`src/rtl/nibble_serial_adder_ctrl.sv`:
```
// -----------------------------------------------------------------------------
// nibble_serial_adder_ctrl
//
// Purpose:
//   Performs a W-bit add or subtract (W = 4*NIBBLES) by driving one external
//   4-bit ripple-adder slice once per clock. The LSB nibble goes first. The
//   carry between nibbles is held in a flop, and the sum nibbles are collected
//   into a result register.
//
// Ports:
//   Clk         in   system clock, rising edge
//   Reset       in   asynchronous, active-high; clears all state
//   Run         in   level start request, sampled in IDLE
//   Sub         in   0 = A+B, 1 = A-B (captured at start)
//   A_in, B_in  in   W-bit operands (captured at start)
//   adder_A     out  nibble of A presented to the slice
//   adder_B     out  nibble of effective B (inverted when subtracting)
//   adder_cin   out  carry into the slice
//   adder_S     in   slice sum (combinational from adder_A/B/cin)
//   adder_cout  in   slice carry out
//   Sum         out  result of last completed operation
//   Cout        out  final carry out (subtract: 1 = no borrow)
//   Overflow    out  two's-complement signed overflow of last operation
//   Busy        out  high in CALC
//   Done        out  high in HOLD
//   dbg_state   out  current FSM state (0 IDLE, 1 CALC, 2 HOLD)
//
// Handshake:
//   Run is a level request. It is accepted only in IDLE; the accepting edge
//   captures the operands and Sub. Busy is high while the operation runs. Done
//   is high once Sum/Cout/Overflow are valid, and it stays high until Run is
//   seen low. Holding Run high therefore starts exactly one operation.
// -----------------------------------------------------------------------------
module nibble_serial_adder_ctrl #(
   parameter int NIBBLES = 4
) (
   input  logic                   Clk,
   input  logic                   Reset,
   input  logic                   Run,
   input  logic                   Sub,
   input  logic [4*NIBBLES-1:0]   A_in,
   input  logic [4*NIBBLES-1:0]   B_in,
   output logic [3:0]             adder_A,
   output logic [3:0]             adder_B,
   output logic                   adder_cin,
   input  logic [3:0]             adder_S,
   input  logic                   adder_cout,
   output logic [4*NIBBLES-1:0]   Sum,
   output logic                   Cout,
   output logic                   Overflow,
   output logic                   Busy,
   output logic                   Done,
   output logic [1:0]             dbg_state
);

   localparam int W  = 4 * NIBBLES;
   localparam int CW = $clog2(NIBBLES);

   typedef enum logic [1:0] {
      IDLE = 2'd0,
      CALC = 2'd1,
      HOLD = 2'd2
   } state_t;

   state_t         state, state_nxt;
   logic [W-1:0]   a_reg, b_reg;
   logic [W-1:0]   staging;
   logic [W-1:0]   staging_nxt;
   logic           carry;
   logic [CW-1:0]  count;
   logic           last;

   assign last = (count == CW'(NIBBLES - 1));

   // The new slice sum enters at the top and everything else moves down one
   // nibble. After NIBBLES shifts, the first nibble sits at the bottom.
   assign staging_nxt = {adder_S, (W-4)'(staging >> 4)};

   // ---------------- state register ----------------
   always_ff @(posedge Clk or posedge Reset) begin
      if (Reset) state <= IDLE;
      else       state <= state_nxt;
   end

   // ---------------- next-state logic ----------------
   always_comb begin
      state_nxt = state;
      case (state)
         IDLE:    if (Run)  state_nxt = CALC;
         CALC:    if (last) state_nxt = HOLD;
         HOLD:    if (!Run) state_nxt = IDLE;
         default: state_nxt = IDLE;
      endcase
   end

   // ---------------- output logic ----------------
   // The slice is driven only from registers. adder_S/adder_cout never feed
   // back combinationally to an output.
   always_comb begin
      adder_A   = 4'd0;
      adder_B   = 4'd0;
      adder_cin = 1'b0;
      Busy      = 1'b0;
      Done      = 1'b0;
      case (state)
         CALC: begin
            adder_A   = a_reg[3:0];
            adder_B   = b_reg[3:0];
            adder_cin = carry;
            Busy      = 1'b1;
         end
         HOLD:    Done = 1'b1;
         default: ;
      endcase
   end

   assign dbg_state = state;

   // ---------------- datapath ----------------
   always_ff @(posedge Clk or posedge Reset) begin
      if (Reset) begin
         a_reg    <= '0;
         b_reg    <= '0;
         staging  <= '0;
         carry    <= 1'b0;
         count    <= '0;
         Sum      <= '0;
         Cout     <= 1'b0;
         Overflow <= 1'b0;
      end else begin
         case (state)
            IDLE: begin
               if (Run) begin
                  a_reg <= A_in;
                  // Subtract is A + ~B + 1. The +1 is the initial carry.
                  b_reg <= Sub ? ~B_in : B_in;
                  carry <= Sub;
                  count <= '0;
               end
            end
            CALC: begin
               a_reg   <= a_reg >> 4;
               b_reg   <= b_reg >> 4;
               staging <= staging_nxt;
               carry   <= adder_cout;
               count   <= count + CW'(1);
               if (last) begin
                  Sum      <= staging_nxt;
                  Cout     <= adder_cout;
                  // On the last nibble, a_reg/b_reg bit 3 hold the operand
                  // sign bits, which are the bits presented to the slice.
                  Overflow <= (a_reg[3] == b_reg[3]) && (adder_S[3] != a_reg[3]);
               end
            end
            default: ;
         endcase
      end
   end

endmodule

```
`config.mk`:
```
export PLATFORM = sky130hd
export DESIGN_NAME = nibble_serial_adder_ctrl
export DESIGN_NICKNAME = d
export VERILOG_FILES = /design/src/rtl/nibble_serial_adder_ctrl.sv
export SDC_FILE = /design/constraint.sdc
export NUM_CORES = 1
export LEC_CHECK = 0
export ABC_AREA = 1
export BUFFER_PORTS_ARGS = -buffer_cell sky130_fd_sc_hd__buf_4
export CORE_MARGIN = 3
export CORE_UTILIZATION = 43
export DETAILED_ROUTE_END_ITERATION = 12
export GPL_TIMING_DRIVEN = 0
export PLACE_DENSITY = 0.75
export SYNTH_ARGS = -nofsm -noshare
export SYNTH_HDL_FRONTEND = slang
export SYNTH_SLANG_ARGS = --single-unit
```
`constraint.sdc`:
```
create_clock -name Clk -period 2.91 [get_ports Clk]
set_clock_uncertainty 0.15 [all_clocks]
set_input_delay 0.291 -clock Clk [delete_from_list [all_inputs] [get_ports Clk]]
set_output_delay 0.291 -clock Clk [all_outputs]
set_load 0.005 [all_outputs]
```
# ---- Word level (Yosys, flattened, before mapping)
# Index checks and enable logic that the tools add are counted.
dict set report word_totals {
  regBits 71
  in_bits 41
  output_inout_bits 31
}
dict set report op_classes {
  add_sub_neg 1
  n_eq_ne 8
  n_mux 18
  bitwise_logic 1
  n_reduce_logical 6
}
# op count
set ops {}
lappend ops {{$pmux 16 s2} 2}
lappend ops {{$mux 16} 3}
lappend ops {{$not 16->16} 1}
lappend ops {{$mux 2} 4}
lappend ops {{$mux 4} 2}
lappend ops {{$ne 2x2->1 const B} 3}
lappend ops {{$pmux 2 s3} 1}
lappend ops {{$eq 2x2->1 const B} 2}
lappend ops {{$mux 1} 4}
lappend ops {{$pmux 2 s2} 1}
lappend ops {{$reduce_and 2->1} 2}
lappend ops {{$reduce_and 3->1} 1}
lappend ops {{$add 2x1->2 const B} 1}
lappend ops {{$eq 2x1->1 const B} 1}
lappend ops {{$logic_not 2->1} 1}
lappend ops {{$pmux 1 s2} 1}
lappend ops {{$reduce_bool 2->1} 1}
lappend ops {{$eq 1x1->1} 1}
lappend ops {{$logic_and 1x1->1} 1}
lappend ops {{$ne 1x1->1} 1}

# ---- Logic depth before layout (Yosys ltp)
dict set report logic_depth {
  depth_word 4
  mapped_depth 7
  depth_no_buf 5
}

# ---- Worst setup path after synthesis
# No wires, ideal clock.
dict set report synth_path {
  kind {register to output}
  from {register state[1] (netlist: dbg_state[1])}
  to {output adder_A[0]}
  t_arrival_ns 0.901
  required_time_ns 2.469
  setup_slack_ns 1.568
  path_stages_with_launch 5
  path_buffers 1
  cell_sequence {dfrtp_1 > inv_1 > nand2_1 > buf_2 > nor2_1}
}
dict set report synth_via {
  elab_chain_cells 2
}
# element line_no
set synth_lines {}
lappend synth_lines {{from (decl)} 65} ;# state_t state, state_nxt;
lappend synth_lines {{from (signal assigned)} 82} ;# else state <= state_nxt;
lappend synth_lines {{$eq 2x1->1} 105} ;# case (state)
lappend synth_lines {{$mux 4} 105}
lappend synth_lines {{to (decl)} 43} ;# output logic [3:0] adder_A,
# No other way between the ends.

# ---- Worst setup path in the final report
dict set report layout_path {
  from {register state[1] (netlist: dbg_state[1])}
  to {output adder_cin}
}
dict set report layout_via {
  elab_chain_cells 2
}
# element line_no
set layout_lines {}
lappend layout_lines {{$eq 2x1->1} 105}
lappend layout_lines {{$mux 1} 105}
lappend layout_lines {{to (decl)} 45} ;# output logic adder_cin,
# No other way between the ends.

==> flow_summary.rst <==
.. list-table::
   :header-rows: 1

   * - Metric
     - Value
   * - Status
     - complete, no violations
   * - Setup fix buffers added after clock tree synthesis
     - 0
   * - Chip Width
     - just over 90 um
   * - Floorplan core area
     - between 6000 and 7000 um^2
   * - Async set-or-reset flop fraction in the synthesized netlist
     - 100%
   * - Detailed Place HPWL
     - 5.23 mm
   * - Setup violations, final
     - 0
   * - Avg Synthesized Cell Area
     - between 7 and 8 um^2
   * - # port buffers
     - 69
   * - Starting density of the core
     - 44.8%
   * - Clock latency on the worst-skew pair
     - 340 ps
   * - Peak supply drop
     - ~0.00054 V
   * - Placement Rows
     - 30
   * - Required time of the critical path
     - 2470 ps
   * - ANT nets after route
     - 0
   * - Initial antenna violation count
     - 0
   * - Global-route wire length before repair
     - roughly 12 mm
   * - Gr ovfl total
     - 0
   * - Final Total Pwr
     - between 3 and 4 mW
   * - Largest net degree at the start of global routing
     - 38
   * - Minimum setup slack in the final design
     - 908 ps
   * - Achievable frequency
     - 500 MHz
   * - Data arrival time of the worst path
     - 1560 ps
   * - Setup repair after global routing missed its margin
     - false
   * - Root Driver
     - sky130_fd_sc_hd__clkbuf_8
   * - Cell area after synthesis
     - 3080 um^2
   * - Met1 track demand over resource in global routing
     - between 20 and 25%
   * - Power per Cell Area
     - between 900 and 1000 nW/um^2
   * - H-tree Lvls
     - 3
   * - DRC violations left
     - 0
   * - Vias in the first global route
     - between 2,000 and 3,000
   * - Worst hold-check path type
     - in -> reg
   * - Leakage power of the design
     - between 2 and 2.5 nW
   * - Net count after synthesis
     - 430
   * - Global routing usage on met2
     - 31.7%
   * - Boundary Pins
     - between 70 and 80
   * - Startpoint-to-endpoint class of the critical path
     - reg -> out
   * - Layout overhead on the synthesized area
     - 30.4%
   * - Max_slew headroom
     - between 50% and 60%
   * - Count of unique library cells instantiated by Yosys
     - 15
   * - Shortest period the worst path allows
     - 2000 ps
   * - Critical Path End Type
     - output port
   * - Smallest hold slack
     - roughly 45 ps
   * - #FFs+latches synth
     - between 60 and 70
   * - Cells after Synth
     - 388
   * - Die Footprint
     - between 8000 and 9000 um^2
   * - Number of maximum-capacitance violations
     - 0
   * - TritonCTS clock tree
     - yes
   * - Critical path fanouts, max
     - 10
   * - Measured slew at the worst slew-check pin
     - ~660 ps
   * - Setup slack after placement
     - 1290 ps
   * - Final estimated routing congestion in global placement
     - between 0.7 and 0.8
   * - Share of post-route cells with drive strength above 1
     - a little under a quarter
   * - Routed wirelength normalized by instance count
     - ~12 um
   * - Post-synth EDFFs
     - 0
   * - Clock transition time at the flip-flop clock pins of the worst setup and hold paths
     - approximately 70 ps
   * - Sequential area share after synthesis
     - between 50% and 60%
   * - Initial drt markers
     - 77
   * - Die outline height
     - between 90 and 100 um
   * - Met3 track utilization from global routing
     - 6.08%
   * - Sink Count
     - 67
   * - Hold Fails Final Rpt
     - 0
   * - Number of vias after detailed routing
     - 2,774
   * - Most used flip-flop cell after synthesis
     - sky130_fd_sc_hd__dfrtp_1
   * - Number of nets at the end of the flow
     - around 520
   * - Number of detailed-route iterations in the first pass
     - 4
   * - Number of fill cells in the layout
     - approximately 670
   * - Yosys warns
     - 0
   * - Final clock period utilization by the worst path
     - between 60 and 70%
   * - Setup crit start kind
     - flip-flop
   * - Total wirelength of the detailed-routed design
     - 7.10 mm
   * - Total clock buffers created by CTS
     - 9
   * - Via density per instance
     - around 4.8
   * - Final-layout setup total negative slack
     - 0 ps
   * - Combined global-route utilization of all metal layers
     - between 10% and 20%
   * - Number of pins with negative max-slew slack in the final report
     - 0
   * - Busiest metal layer after global routing
     - met2
   * - Diode insertion count for antenna repair
     - 0
   * - Max clock buf depth
     - 2
worst paths after layout:
path / startpoint / endpoint / slack [ps] / cells past startpoint
max: dbg_state[1]$_DFFE_PP0P_ / adder_cin / 910 / 5
min: A_in[10] / a_reg[10]$_DFFE_PP0P_ / 50 / 3
max reg2reg: count[0]$_DFFE_PP0P_ / Sum[10]$_DFFE_PP0P_ / 1380 / 5
min reg2reg: staging[4]$_DFFE_PP0P_ / Sum[0]$_DFFE_PP0P_ / 320 / 2
max in group asynchronous: Reset / a_reg[2]$_DFFE_PP0P_ / 1530 / 4
min in group asynchronous: Reset / b_reg[0]$_DFFE_PP0P_ / 460 / 3
power by group:
| group | leakage [nW] | internal (mW) | switching (mW) |
|---|---|---|---|
| registers | 0.858 | 1.33 | 0.220 |
| clock network | 0.108 | 0.505 | 0.355 |
| logic | 1.21 | 0.651 | 0.875 |
| total | 2.18 | 2.48 | 1.45 |
synth_stat cells (2+ instances only):
cell	count	area [um^2]
sky130_fd_sc_hd__buf_4	2	15.0
sky130_fd_sc_hd__xor2_1	4	35.0
sky130_fd_sc_hd__dfrtp_1	67	1680
sky130_fd_sc_hd__nor2_2	2	12.5
sky130_fd_sc_hd__nand3_1	75	375
sky130_fd_sc_hd__clkbuf_1	3	11.3
sky130_fd_sc_hd__o21ai_0	14	70.1
sky130_fd_sc_hd__buf_2	19	95.1
sky130_fd_sc_hd__inv_1	37	139
sky130_fd_sc_hd__nand2_1	137	514
sky130_fd_sc_hd__o21ai_1	13	65.1
sky130_fd_sc_hd__nor2_1	12	45.0
worst max-delay path: stages (launching register included):
cell	delay [ps]
sky130_fd_sc_hd__dfrtp_1	430
sky130_fd_sc_hd__inv_1	120
sky130_fd_sc_hd__nand2_1	140
sky130_fd_sc_hd__buf_2	230
sky130_fd_sc_hd__nor2_1	170
sky130_fd_sc_hd__buf_4	140
timing repair:
item                                   4_1_cts  5_1_grt
hold buffers                                 5        0
endpoints found under the hold margin       34        0
gates resized for setup                      0        0
per-stage QoR:
step                      cells  cell area [um^2]  util [%]
after floorplan             388              3080         -
after global placement      553              3710      54.1
after detailed placement    554              3730      54.4
after CTS                   575              4010      58.4
after global routing        575              4010      58.4
final                       575              4010      58.4
cell type report:
cell class                      instances  area (um^2)  share of cell area (%)
Sequential cell                        67         1680                    41.8
Multi-Input combinational cell        259         1140                    28.3
Timing Repair Buffer                   75          588                    14.7
Inverter                               38          143                    3.56
Clock buffer                           10          138                    3.43
Buffer                                 24          121                    3.03
Tap cell                               96          120                    2.99
Clock inverter                          6         88.8                    2.21
routing by layer:
layer  share of wire [%]  vias to the layer above
met5                   0                        -
met4                0.97                        0
met3                 5.3                        8
met2                  51                       65
met1                  43                     1315
li1                    -                     1386
cell usage in the layout, fill, tap and decap left out, drive strengths merged:
cell and count:
xor2 4, clkbuf 13, o21ai 27, bufinv 2
clkinv 2, inv 38, clkinvlp 2, ha 1
dlygate4sd3 5, nand2 138, nor2 14, dfrtp 67
nand3 75, buf 91
logic make-up (layout without fill, tap and decap cells):
family	after synthesis	after routing	synth area share (%)
fa+ha+maj	1	1	0.407
simple gates	227	227	31.0
buf+inv	62	153	8.58
flops	67	67	54.5
xor+xnor	4	4	1.14
compound gates	27	27	4.39
Power figures use the tool's default switching activity.
